[src/rtl/gpio_regs_pkg.sv]
// Shared constants and types for the AXI-Lite GPIO register block:
// register offsets, ID value, response codes and channel FSM states.
package gpio_regs_pkg;

  localparam logic [4:0] OFF_ID       = 5'h00;
  localparam logic [4:0] OFF_SCRATCH  = 5'h04;
  localparam logic [4:0] OFF_LED      = 5'h08;
  localparam logic [4:0] OFF_INPUT    = 5'h0C;
  localparam logic [4:0] OFF_BTN_EDGE = 5'h10;

  // Word indices as seen on addr[4:2]
  localparam logic [2:0] IDX_ID       = OFF_ID[4:2];
  localparam logic [2:0] IDX_SCRATCH  = OFF_SCRATCH[4:2];
  localparam logic [2:0] IDX_LED      = OFF_LED[4:2];
  localparam logic [2:0] IDX_INPUT    = OFF_INPUT[4:2];
  localparam logic [2:0] IDX_BTN_EDGE = OFF_BTN_EDGE[4:2];

  localparam logic [31:0] GPIO_ID = 32'h4750_494F;

  localparam logic [1:0] RESP_OKAY   = 2'b00;
  localparam logic [1:0] RESP_SLVERR = 2'b10;

  typedef enum logic {W_IDLE, W_RESP} w_state_t;
  typedef enum logic {R_IDLE, R_DATA} r_state_t;

  function automatic logic [31:0] apply_strb(input logic [31:0] old_v,
                                             input logic [31:0] new_v,
                                             input logic [3:0]  strb);
    logic [31:0] res;
    for (int b = 0; b < 4; b++) begin
      res[8*b +: 8] = strb[b] ? new_v[8*b +: 8] : old_v[8*b +: 8];
    end
    return res;
  endfunction

endpackage

[src/rtl/AXIL_IF.sv]
// AXI-Lite bus bundle with 32-bit data; Master drives requests, Slave answers.
interface AXIL_IF #(
  parameter int ADDR_WIDTH = 32
);
  logic [ADDR_WIDTH-1:0] awaddr;
  logic                  awvalid;
  logic                  awready;
  logic [31:0]           wdata;
  logic [3:0]            wstrb;
  logic                  wvalid;
  logic                  wready;
  logic [1:0]            bresp;
  logic                  bvalid;
  logic                  bready;
  logic [ADDR_WIDTH-1:0] araddr;
  logic                  arvalid;
  logic                  arready;
  logic [31:0]           rdata;
  logic [1:0]            rresp;
  logic                  rvalid;
  logic                  rready;

  modport Master (
    output awaddr, awvalid, wdata, wstrb, wvalid, bready, araddr, arvalid, rready,
    input  awready, wready, bresp, bvalid, arready, rdata, rresp, rvalid
  );

  modport Slave (
    input  awaddr, awvalid, wdata, wstrb, wvalid, bready, araddr, arvalid, rready,
    output awready, wready, bresp, bvalid, arready, rdata, rresp, rvalid
  );
endinterface

[src/rtl/gpio_debounce.sv]
// One push button: 2-FF synchronizer followed by a stability counter.
// The counter runs while the synced input disagrees with the output; any return to agreement clears it.
module gpio_debounce #(
  parameter int DEBOUNCE_CYCLES = 1250000
) (
  input  logic clk,
  input  logic reset_n,
  input  logic btn,
  output logic btn_db
);

  localparam int CW = (DEBOUNCE_CYCLES > 1) ? $clog2(DEBOUNCE_CYCLES) : 1;
  localparam logic [CW-1:0] CNT_LAST = CW'(DEBOUNCE_CYCLES - 1);

  logic          btn_meta;
  logic          btn_sync;
  logic [CW-1:0] cnt;

  always_ff @(posedge clk) begin
    if (!reset_n) begin
      btn_meta <= 1'b0;
      btn_sync <= 1'b0;
      btn_db   <= 1'b0;
      cnt      <= '0;
    end else begin
      btn_meta <= btn;
      btn_sync <= btn_meta;
      if (btn_sync == btn_db) begin
        cnt <= '0;
      end else if (cnt == CNT_LAST) begin
        btn_db <= btn_sync;
      end else begin
        cnt <= cnt + 1'b1;
      end
    end
  end

endmodule

[src/rtl/axil_gpio_regs.sv]
// AXI-Lite register slave for board GPIO: ID, scratch, LED drive, switch/button
// inputs and sticky button rising-edge flags.
//
// state  | meaning
// W_IDLE | collecting AW and W (either order); write applied when both are in
// W_RESP | bvalid high, waiting for bready
// R_IDLE | arready high, waiting for AR
// R_DATA | rvalid high with registered rdata/rresp, waiting for rready
module axil_gpio_regs
  import gpio_regs_pkg::*;
#(
  parameter int ADDR_WIDTH      = 32,
  parameter int DEBOUNCE_CYCLES = 1250000
) (
  input  logic        clk,
  input  logic        reset_n,
  AXIL_IF.Slave       axil_if,
  input  logic [3:0]  sw,
  input  logic [3:0]  btn,
  output logic [11:0] led_rgb,
  output logic [3:0]  led
);

  w_state_t    w_state;
  r_state_t    r_state;
  logic        rdy_en;
  logic        aw_got, w_got;
  logic [2:0]  aw_idx_q;
  logic [31:0] wdata_q;
  logic [3:0]  wstrb_q;
  logic [1:0]  bresp_q;
  logic [31:0] rdata_q;
  logic [1:0]  rresp_q;

  logic [31:0] scratch;
  logic [15:0] led_reg;
  logic [3:0]  btn_edge;
  logic [3:0]  sw_meta, sw_sync;
  logic [3:0]  btn_db, btn_db_q;

  logic        aw_hs, w_hs, ar_hs, wr_fire;
  logic [2:0]  wr_idx;
  logic [31:0] wr_data;
  logic [3:0]  wr_strb;
  logic [15:0] led_wr;
  logic [3:0]  edge_set, edge_clr;
  logic [31:0] rd_data;
  logic [1:0]  rd_resp;
  logic        addr_unused;

  for (genvar i = 0; i < 4; i++) begin : g_btn
    gpio_debounce #(.DEBOUNCE_CYCLES(DEBOUNCE_CYCLES)) u_debounce (
      .clk     (clk),
      .reset_n (reset_n),
      .btn     (btn[i]),
      .btn_db  (btn_db[i])
    );
  end

  // rdy_en keeps the readies low through reset and the edge that releases it
  assign axil_if.awready = rdy_en && (w_state == W_IDLE) && !aw_got;
  assign axil_if.wready  = rdy_en && (w_state == W_IDLE) && !w_got;
  assign axil_if.bvalid  = (w_state == W_RESP);
  assign axil_if.bresp   = bresp_q;
  assign axil_if.arready = rdy_en && (r_state == R_IDLE);
  assign axil_if.rvalid  = (r_state == R_DATA);
  assign axil_if.rdata   = rdata_q;
  assign axil_if.rresp   = rresp_q;

  assign led_rgb = led_reg[11:0];
  assign led     = led_reg[15:12];

  assign addr_unused = ^{axil_if.awaddr[ADDR_WIDTH-1:5], axil_if.awaddr[1:0],
                         axil_if.araddr[ADDR_WIDTH-1:5], axil_if.araddr[1:0]};

  assign aw_hs   = axil_if.awvalid && axil_if.awready;
  assign w_hs    = axil_if.wvalid  && axil_if.wready;
  assign ar_hs   = axil_if.arvalid && axil_if.arready;
  assign wr_idx  = aw_hs ? axil_if.awaddr[4:2] : aw_idx_q;
  assign wr_data = w_hs  ? axil_if.wdata : wdata_q;
  assign wr_strb = w_hs  ? axil_if.wstrb : wstrb_q;
  assign wr_fire = (w_state == W_IDLE) && (aw_got || aw_hs) && (w_got || w_hs);

  assign led_wr = {wr_strb[1] ? wr_data[15:8] : led_reg[15:8],
                   wr_strb[0] ? wr_data[7:0]  : led_reg[7:0]};

  // A new edge wins over a clear landing in the same cycle
  assign edge_set = btn_db & ~btn_db_q;
  assign edge_clr = (wr_fire && (wr_idx == IDX_BTN_EDGE) && wr_strb[0]) ? wr_data[3:0] : 4'b0;

  always_comb begin
    rd_data = '0;
    rd_resp = RESP_OKAY;
    case (axil_if.araddr[4:2])
      IDX_ID:       rd_data = GPIO_ID;
      IDX_SCRATCH:  rd_data = scratch;
      IDX_LED:      rd_data = {16'b0, led_reg};
      IDX_INPUT:    rd_data = {24'b0, btn_db, sw_sync};
      IDX_BTN_EDGE: rd_data = {28'b0, btn_edge};
      default:      rd_resp = RESP_SLVERR;
    endcase
  end

  always_ff @(posedge clk) begin
    if (!reset_n) begin
      rdy_en   <= 1'b0;
      w_state  <= W_IDLE;
      r_state  <= R_IDLE;
      aw_got   <= 1'b0;
      w_got    <= 1'b0;
      aw_idx_q <= '0;
      wdata_q  <= '0;
      wstrb_q  <= '0;
      bresp_q  <= RESP_OKAY;
      rdata_q  <= '0;
      rresp_q  <= RESP_OKAY;
      scratch  <= '0;
      led_reg  <= '0;
      btn_edge <= '0;
      btn_db_q <= '0;
      sw_meta  <= '0;
      sw_sync  <= '0;
    end else begin
      rdy_en   <= 1'b1;
      sw_meta  <= sw;
      sw_sync  <= sw_meta;
      btn_db_q <= btn_db;
      btn_edge <= (btn_edge & ~edge_clr) | edge_set;

      if (w_state == W_IDLE) begin
        if (wr_fire) begin
          w_state <= W_RESP;
          aw_got  <= 1'b0;
          w_got   <= 1'b0;
          bresp_q <= (wr_idx <= IDX_BTN_EDGE) ? RESP_OKAY : RESP_SLVERR;
          if (wr_idx == IDX_SCRATCH) scratch <= apply_strb(scratch, wr_data, wr_strb);
          if (wr_idx == IDX_LED)     led_reg <= led_wr;
        end else begin
          if (aw_hs) begin
            aw_got   <= 1'b1;
            aw_idx_q <= axil_if.awaddr[4:2];
          end
          if (w_hs) begin
            w_got   <= 1'b1;
            wdata_q <= axil_if.wdata;
            wstrb_q <= axil_if.wstrb;
          end
        end
      end else if (axil_if.bready) begin
        w_state <= W_IDLE;
      end

      if (r_state == R_IDLE) begin
        if (ar_hs) begin
          rdata_q <= rd_data;
          rresp_q <= rd_resp;
          r_state <= R_DATA;
        end
      end else if (axil_if.rready) begin
        r_state <= R_IDLE;
      end
    end
  end

endmodule

[src/flat_wrapper.sv]
// flat-port wrapper written by rule: the top's interface ports become plain ports
module axil_gpio_regs_flat import gpio_regs_pkg::*;
#(
  parameter int ADDR_WIDTH      = 32,
  parameter int DEBOUNCE_CYCLES = 1250000
)
  (clk, reset_n, sw, btn, led_rgb, led, axil_if_awaddr, axil_if_awvalid, axil_if_wdata, axil_if_wstrb, axil_if_wvalid, axil_if_bready, axil_if_araddr, axil_if_arvalid, axil_if_rready, axil_if_awready, axil_if_wready, axil_if_bresp, axil_if_bvalid, axil_if_arready, axil_if_rdata, axil_if_rresp, axil_if_rvalid);
  AXIL_IF #(.ADDR_WIDTH(ADDR_WIDTH)) axil_if_i ();
  input  logic clk;
  input  logic reset_n;
  input  logic [3:0] sw;
  input  logic [3:0] btn;
  output logic [11:0] led_rgb;
  output logic [3:0] led;
  input wire logic [$bits(axil_if_i.awaddr)-1:0] axil_if_awaddr;
  input wire logic [$bits(axil_if_i.awvalid)-1:0] axil_if_awvalid;
  input wire logic [$bits(axil_if_i.wdata)-1:0] axil_if_wdata;
  input wire logic [$bits(axil_if_i.wstrb)-1:0] axil_if_wstrb;
  input wire logic [$bits(axil_if_i.wvalid)-1:0] axil_if_wvalid;
  input wire logic [$bits(axil_if_i.bready)-1:0] axil_if_bready;
  input wire logic [$bits(axil_if_i.araddr)-1:0] axil_if_araddr;
  input wire logic [$bits(axil_if_i.arvalid)-1:0] axil_if_arvalid;
  input wire logic [$bits(axil_if_i.rready)-1:0] axil_if_rready;
  output wire logic [$bits(axil_if_i.awready)-1:0] axil_if_awready;
  output wire logic [$bits(axil_if_i.wready)-1:0] axil_if_wready;
  output wire logic [$bits(axil_if_i.bresp)-1:0] axil_if_bresp;
  output wire logic [$bits(axil_if_i.bvalid)-1:0] axil_if_bvalid;
  output wire logic [$bits(axil_if_i.arready)-1:0] axil_if_arready;
  output wire logic [$bits(axil_if_i.rdata)-1:0] axil_if_rdata;
  output wire logic [$bits(axil_if_i.rresp)-1:0] axil_if_rresp;
  output wire logic [$bits(axil_if_i.rvalid)-1:0] axil_if_rvalid;
  assign axil_if_i.awaddr = axil_if_awaddr;
  assign axil_if_i.awvalid = axil_if_awvalid;
  assign axil_if_i.wdata = axil_if_wdata;
  assign axil_if_i.wstrb = axil_if_wstrb;
  assign axil_if_i.wvalid = axil_if_wvalid;
  assign axil_if_i.bready = axil_if_bready;
  assign axil_if_i.araddr = axil_if_araddr;
  assign axil_if_i.arvalid = axil_if_arvalid;
  assign axil_if_i.rready = axil_if_rready;
  assign axil_if_awready = axil_if_i.awready;
  assign axil_if_wready = axil_if_i.wready;
  assign axil_if_bresp = axil_if_i.bresp;
  assign axil_if_bvalid = axil_if_i.bvalid;
  assign axil_if_arready = axil_if_i.arready;
  assign axil_if_rdata = axil_if_i.rdata;
  assign axil_if_rresp = axil_if_i.rresp;
  assign axil_if_rvalid = axil_if_i.rvalid;
  axil_gpio_regs #(.ADDR_WIDTH(ADDR_WIDTH), .DEBOUNCE_CYCLES(DEBOUNCE_CYCLES)) u_core (.clk(clk), .reset_n(reset_n), .axil_if(axil_if_i), .sw(sw), .btn(btn), .led_rgb(led_rgb), .led(led));
endmodule
[config.mk]
export PLATFORM = sky130hd
export DESIGN_NAME = axil_gpio_regs_flat
export DESIGN_NICKNAME = d
export VERILOG_FILES = /design/src/rtl/gpio_regs_pkg.sv /design/src/rtl/AXIL_IF.sv /design/src/rtl/gpio_debounce.sv /design/src/rtl/axil_gpio_regs.sv /design/src/flat_wrapper.sv
export SDC_FILE = /design/constraint.sdc
export NUM_CORES = 1
export LEC_CHECK = 0
export BUFFER_PORTS_ARGS = -buffer_cell sky130_fd_sc_hd__buf_2
export CAP_MARGIN = 20
export CORE_AREA = 2 2 240 195
export CTS_CLUSTER_SIZE = 24
export DETAILED_ROUTE_END_ITERATION = 8
export DIE_AREA = 0 0 242 197
export REMOVE_ABC_BUFFERS = 1
export SLEW_MARGIN = 20
export SYNTH_ARGS = -nofsm -noshare
export SYNTH_HDL_FRONTEND = slang
export SYNTH_HIERARCHICAL = 1
export SYNTH_SLANG_ARGS = --single-unit
[constraint.sdc]
create_clock -name clk -period 3.9 [get_ports clk]
set_input_delay 0.585 -clock clk [delete_from_list [all_inputs] [get_ports clk]]
set_output_delay 0.585 -clock clk [all_outputs]
set_load 0.03 [all_outputs]
==> report_table.html <==
<table>
<tr><th>Metric</th><th>Value</th></tr>
<tr><th colspan="2">Synthesis</th></tr>
<tr><td>Most common flop cell mapped by yosys</td><td>dfxtp_1</td></tr>
<tr><td>Ys async rst share</td><td>0%</td></tr>
<tr><td>Synth Area per Inst</td><td>9.25 um2</td></tr>
<tr><td>Cell taking the most area after synthesis</td><td>dfxtp_1</td></tr>
<tr><td>Post-synth top area share</td><td>44.2%</td></tr>
<tr><td>Synthesis Warnings</td><td>6</td></tr>
<tr><td>Cell types occupying the most area after synthesis</td><td>dfxtp_1, mux2i_1, nor2_1</td></tr>
<tr><td>Part of the Yosys area used for sequential elements</td><td>44.2%</td></tr>
<tr><td>Number of register bits inferred by synthesis</td><td>238</td></tr>
<tr><td>Gate count of the mapped netlist</td><td>1165</td></tr>
<tr><td>Number of enable-type register cells in the synthesized netlist</td><td>0</td></tr>
<tr><td>Number of distinct library cell variants in the gate-level netlist after synthesis</td><td>63</td></tr>
<tr><td>Post-synthesis instance area</td><td>10800 um2</td></tr>
<tr><th colspan="2">Timing</th></tr>
<tr><td>Worst Slack Setup Final</td><td>1.19 ns</td></tr>
<tr><td>Max Transition Viols Final</td><td>0</td></tr>
<tr><td>Time the final worst path needs with I/O delays and setup</td><td>2.71 ns</td></tr>
<tr><td>Unrepaired setup endpoints after global routing</td><td>no</td></tr>
<tr><td>Actual slew at the worst max-slew pin</td><td>1.00 ns</td></tr>
<tr><td>Maximum clock frequency</td><td>369 MHz</td></tr>
<tr><td>Number of setup violations in the final report</td><td>0</td></tr>
<tr><td>Maximum clock skew at final layout</td><td>0.0118 ns</td></tr>
<tr><td>Period utilisation layout</td><td>69.4%</td></tr>
<tr><td>Slew HR</td><td>33.0%</td></tr>
<tr><td>Final hold violation count</td><td>0</td></tr>
<tr><td>Setup_tns</td><td>0 ns</td></tr>
<tr><th colspan="2">Pwr</th></tr>
<tr><td>Static power due to leakage</td><td>0.00472 uW</td></tr>
<tr><td>Peak supply drop</td><td>0.305 mV</td></tr>
<tr><td>Power density over the cells</td><td>433 nW/um2</td></tr>
<tr><th colspan="2">Critical path</th></tr>
<tr><td>Maximum fanout encountered on the critical timing path</td><td>41</td></tr>
<tr><td>Crit path DAT</td><td>3.19 ns</td></tr>
<tr><td>Delay of the slowest cell on the worst path</td><td>0.72 ns</td></tr>
<tr><td>Sequence of cells on the critical path</td><td>and4bb_2, buf_4, mux2i_1, nor4_4, o221a_1</td></tr>
<tr><td>Slowest cell on crit path</td><td>and4bb_2</td></tr>
<tr><td>Startpoint types</td><td>flop</td></tr>
<tr><td>Setup Crit Path Kind</td><td>flop to flop</td></tr>
<tr><td>Required time worst endpoint</td><td>4.38 ns</td></tr>
<tr><td>Endpoint kind of the worst setup timing path</td><td>flop</td></tr>
<tr><th colspan="2">Layout</th></tr>
<tr><td>Post-route cell area</td><td>12800 um2</td></tr>
<tr><td>Total Nets Final</td><td>1366</td></tr>
<tr><td>Fin util</td><td>28.3%</td></tr>
<tr><td>Flip-flop count of the largest register, all copies and words added</td><td>84</td></tr>
<tr><td>Signed area change from the synthesized netlist to the final layout</td><td>18.9%</td></tr>
<tr><td>Proportion of layout cells with a drive suffix above 1</td><td>17.7%</td></tr>
<tr><td>Largest Register</td><td>u_core/g_btn.u_debounce/cnt</td></tr>
<tr><th colspan="2">CTS</th></tr>
<tr><td>CTS tree</td><td>built</td></tr>
<tr><td>Number of buffers added by the clock tree synthesis step</td><td>28</td></tr>
<tr><td>Clock latency at the later pin of the worst-skew pair</td><td>0.54 ns</td></tr>
<tr><td>Clock root buffer master</td><td>clkbuf_16</td></tr>
<tr><td>Number of buffers added for setup after CTS</td><td>0</td></tr>
<tr><td>Clock Pin Slew Worst Setup and Hold Paths</td><td>0.06 ns</td></tr>
<tr><td>CTS Hold Buffers Added</td><td>0</td></tr>
<tr><td>Post-cts gate resize count</td><td>0</td></tr>
<tr><td>Sink count of the clock tree</td><td>238</td></tr>
<tr><td>CTS max path bufs</td><td>3</td></tr>
<tr><td>Deepest level of the CTS H-tree</td><td>1</td></tr>
<tr><th colspan="2">Global routing</th></tr>
<tr><td>Met1 Use GR</td><td>16.4%</td></tr>
<tr><td>Global-route wire length before repair</td><td>45700 um</td></tr>
<tr><td>Largest net degree at the start of global routing</td><td>55</td></tr>
<tr><td>Busiest grt layer</td><td>met2</td></tr>
<tr><td>Met3 track demand over resource in global routing</td><td>2.48%</td></tr>
<tr><td>Global routing met2 resource utilization</td><td>19.1%</td></tr>
<tr><td>Global-route congestion overflow total</td><td>0</td></tr>
<tr><td>Vias in the first global route</td><td>8309</td></tr>
<tr><td>Total routing resource utilization after global routing</td><td>11.9%</td></tr>
<tr><td>Antenna violations before repair</td><td>6</td></tr>
<tr><th colspan="2">Detailed routing</th></tr>
<tr><td>Total number of vias</td><td>8711</td></tr>
<tr><td>Via count normalized by instance count</td><td>4.63</td></tr>
<tr><td>1st-iter DRT viols</td><td>676</td></tr>
<tr><td>Total length of routed wires</td><td>29000 um</td></tr>
<tr><td>Count of TritonRoute iterations in the first routing pass</td><td>5</td></tr>
<tr><td>Final routed DRC violation total</td><td>0</td></tr>
<tr><td>Count of antenna-violating nets left after detailed routing</td><td>0</td></tr>
<tr><td>Post-detailed-route wirelength per cell</td><td>15.4 um</td></tr>
<tr><th colspan="2">Floorplanning</th></tr>
<tr><td>Height of the die</td><td>197 um</td></tr>
<tr><td>Core Region</td><td>45200 um2</td></tr>
<tr><td>Count of pins on the block boundary</td><td>172</td></tr>
<tr><td>Total Die Area</td><td>47700 um2</td></tr>
<tr><td>Die width</td><td>242 um</td></tr>
<tr><td>Starting Density</td><td>23.8%</td></tr>
<tr><td>Number of rows in the core area</td><td>70</td></tr>
<tr><th colspan="2">Run</th></tr>
<tr><td>Count of maximum capacitance violations</td><td>0</td></tr>
<tr><th colspan="2">Worst hold path</th></tr>
<tr><td>Worst hold path class</td><td>input pin to flop</td></tr>
<tr><th colspan="2">Place</th></tr>
<tr><td>Cell area reported after detailed placement</td><td>11800 um2</td></tr>
<tr><td>DP Worst Slack</td><td>1.04 ns</td></tr>
<tr><td>Gpl congestion</td><td>0.783</td></tr>
<tr><td>Detailed-placement wirelength estimate</td><td>20900 um</td></tr>
<tr><td>IO buf count</td><td>111</td></tr>
<tr><th colspan="2">Outcome</th></tr>
<tr><td>Outcome</td><td>finished clean</td></tr>
</table>
layout make-up:
type / count / area, um2
tap: 612 / 766
multi-input combinational: 820 / 5510
fill: 4881 / 32400
inverter: 33 / 124
timing repair buffer: 126 / 671
clock inverter: 13 / 158
antenna: 2 / 5.00
sequential: 238 / 4760
clock buffer: 38 / 808
final timing paths:
path,startpoint,to,slack (ns),cells past startpoint
worst max-delay path,u_core/axil_if.bvalid$_SDFF_PN0_,u_core/scratch[17]$_SDFFE_PN0P_,1.19,5
worst min-delay path,btn[2],u_core/g_btn[2].u_debounce/btn_meta$_SDFF_PN0_,0.25,2
worst min register to register,u_core/g_btn[1].u_debounce/btn_meta$_SDFF_PN0_,u_core/g_btn[1].u_debounce/btn_sync$_SDFF_PN0_,0.43,1
worst max register to register,u_core/axil_if.bvalid$_SDFF_PN0_,u_core/scratch[17]$_SDFFE_PN0P_,1.19,5
metrics by stage:
step	instances	total power [uW]	hold WS, ns
2_1_floorplan	1091	2760	0.412
3_3_place_gp	1829	2910	0.419
3_5_place_dp	1829	2920	0.419
4_1_cts	1880	5620	0.226
5_1_grt	1880	5760	0.232
6_report	1882	5550	0.250
cells in the final DEF, fill, tap and decap left out, drive strengths merged, types with 7 or more instances in the layout:
cell type  instances
a211oi            10
a21boi             7
a21oi             58
a22o               8
a22oi             21
a31oi             25
and2              33
and3              11
and4              13
buf              126
clkbuf            38
clkinv             8
dfxtp            238
inv               34
mux2              15
mux2i             74
nand2             97
nand2b            24
nand3             42
nand4             23
nor2             112
nor2b             12
nor3              11
nor3b             23
nor4              14
o21ai             24
o221a             26
o31ai             10
or3               15
or4               17
xnor2             10
xor2              27
cell families after synthesis:
kind of cell    Yosys count  share of synthesized area, %
fa+ha+maj                 4                         0.465
compound gates          227                          14.9
flops                   238                          44.2
mux                      89                          8.51
buf+inv                 108                          4.90
other cells               1                        0.0348
simple gates            461                          23.9
xor+xnor                 37                          3.01
worst max-delay path, delay by kind of cell, from the launching register on:
| kind | cells | cell delay, ns |
|---|---|---|
| buffers and inverters | 1 | 0.53 |
| multiplexers | 1 | 0.22 |
| flip-flops | 1 | 0.44 |
| AND/OR/NAND/NOR | 2 | 1.17 |
| AO/OA/AOI/OAI | 1 | 0.27 |
synthesized netlist by cell type, types with 11 or more instances:
master,count
dfxtp_1,238
nor2_1,112
nand2_1,91
mux2i_1,73
a21oi_1,58
nand3_1,42
clkbuf_1,34
inv_1,33
and2_1,30
xor2_1,27
o221a_1,26
a31oi_1,25
nand2b_1,24
o21ai_0,24
nor3b_1,23
a22oi_1,21
nand4_1,19
buf_2,17
mux2_2,14
or4_1,14
buf_6,12
nor2b_1,12
or3_1,12
and3_1,11
nor3_1,11
layer usage:
metal,share of wire (%),vias to the layer above
met5,0.20,-
met4,1.6,8
met3,4.7,40
met2,44,156
met1,49,4136
li1,-,4371
where the power goes:
group	internal (uW)	total, uW	switching, uW	leakage, uW
logic	130	360	230	0.00231
clock network	1650	2690	1040	0.000480
registers	2470	2500	28.8	0.00193
total	4250	5550	1300	0.00472
No activity file was read; power rests on OpenSTA's default activity.
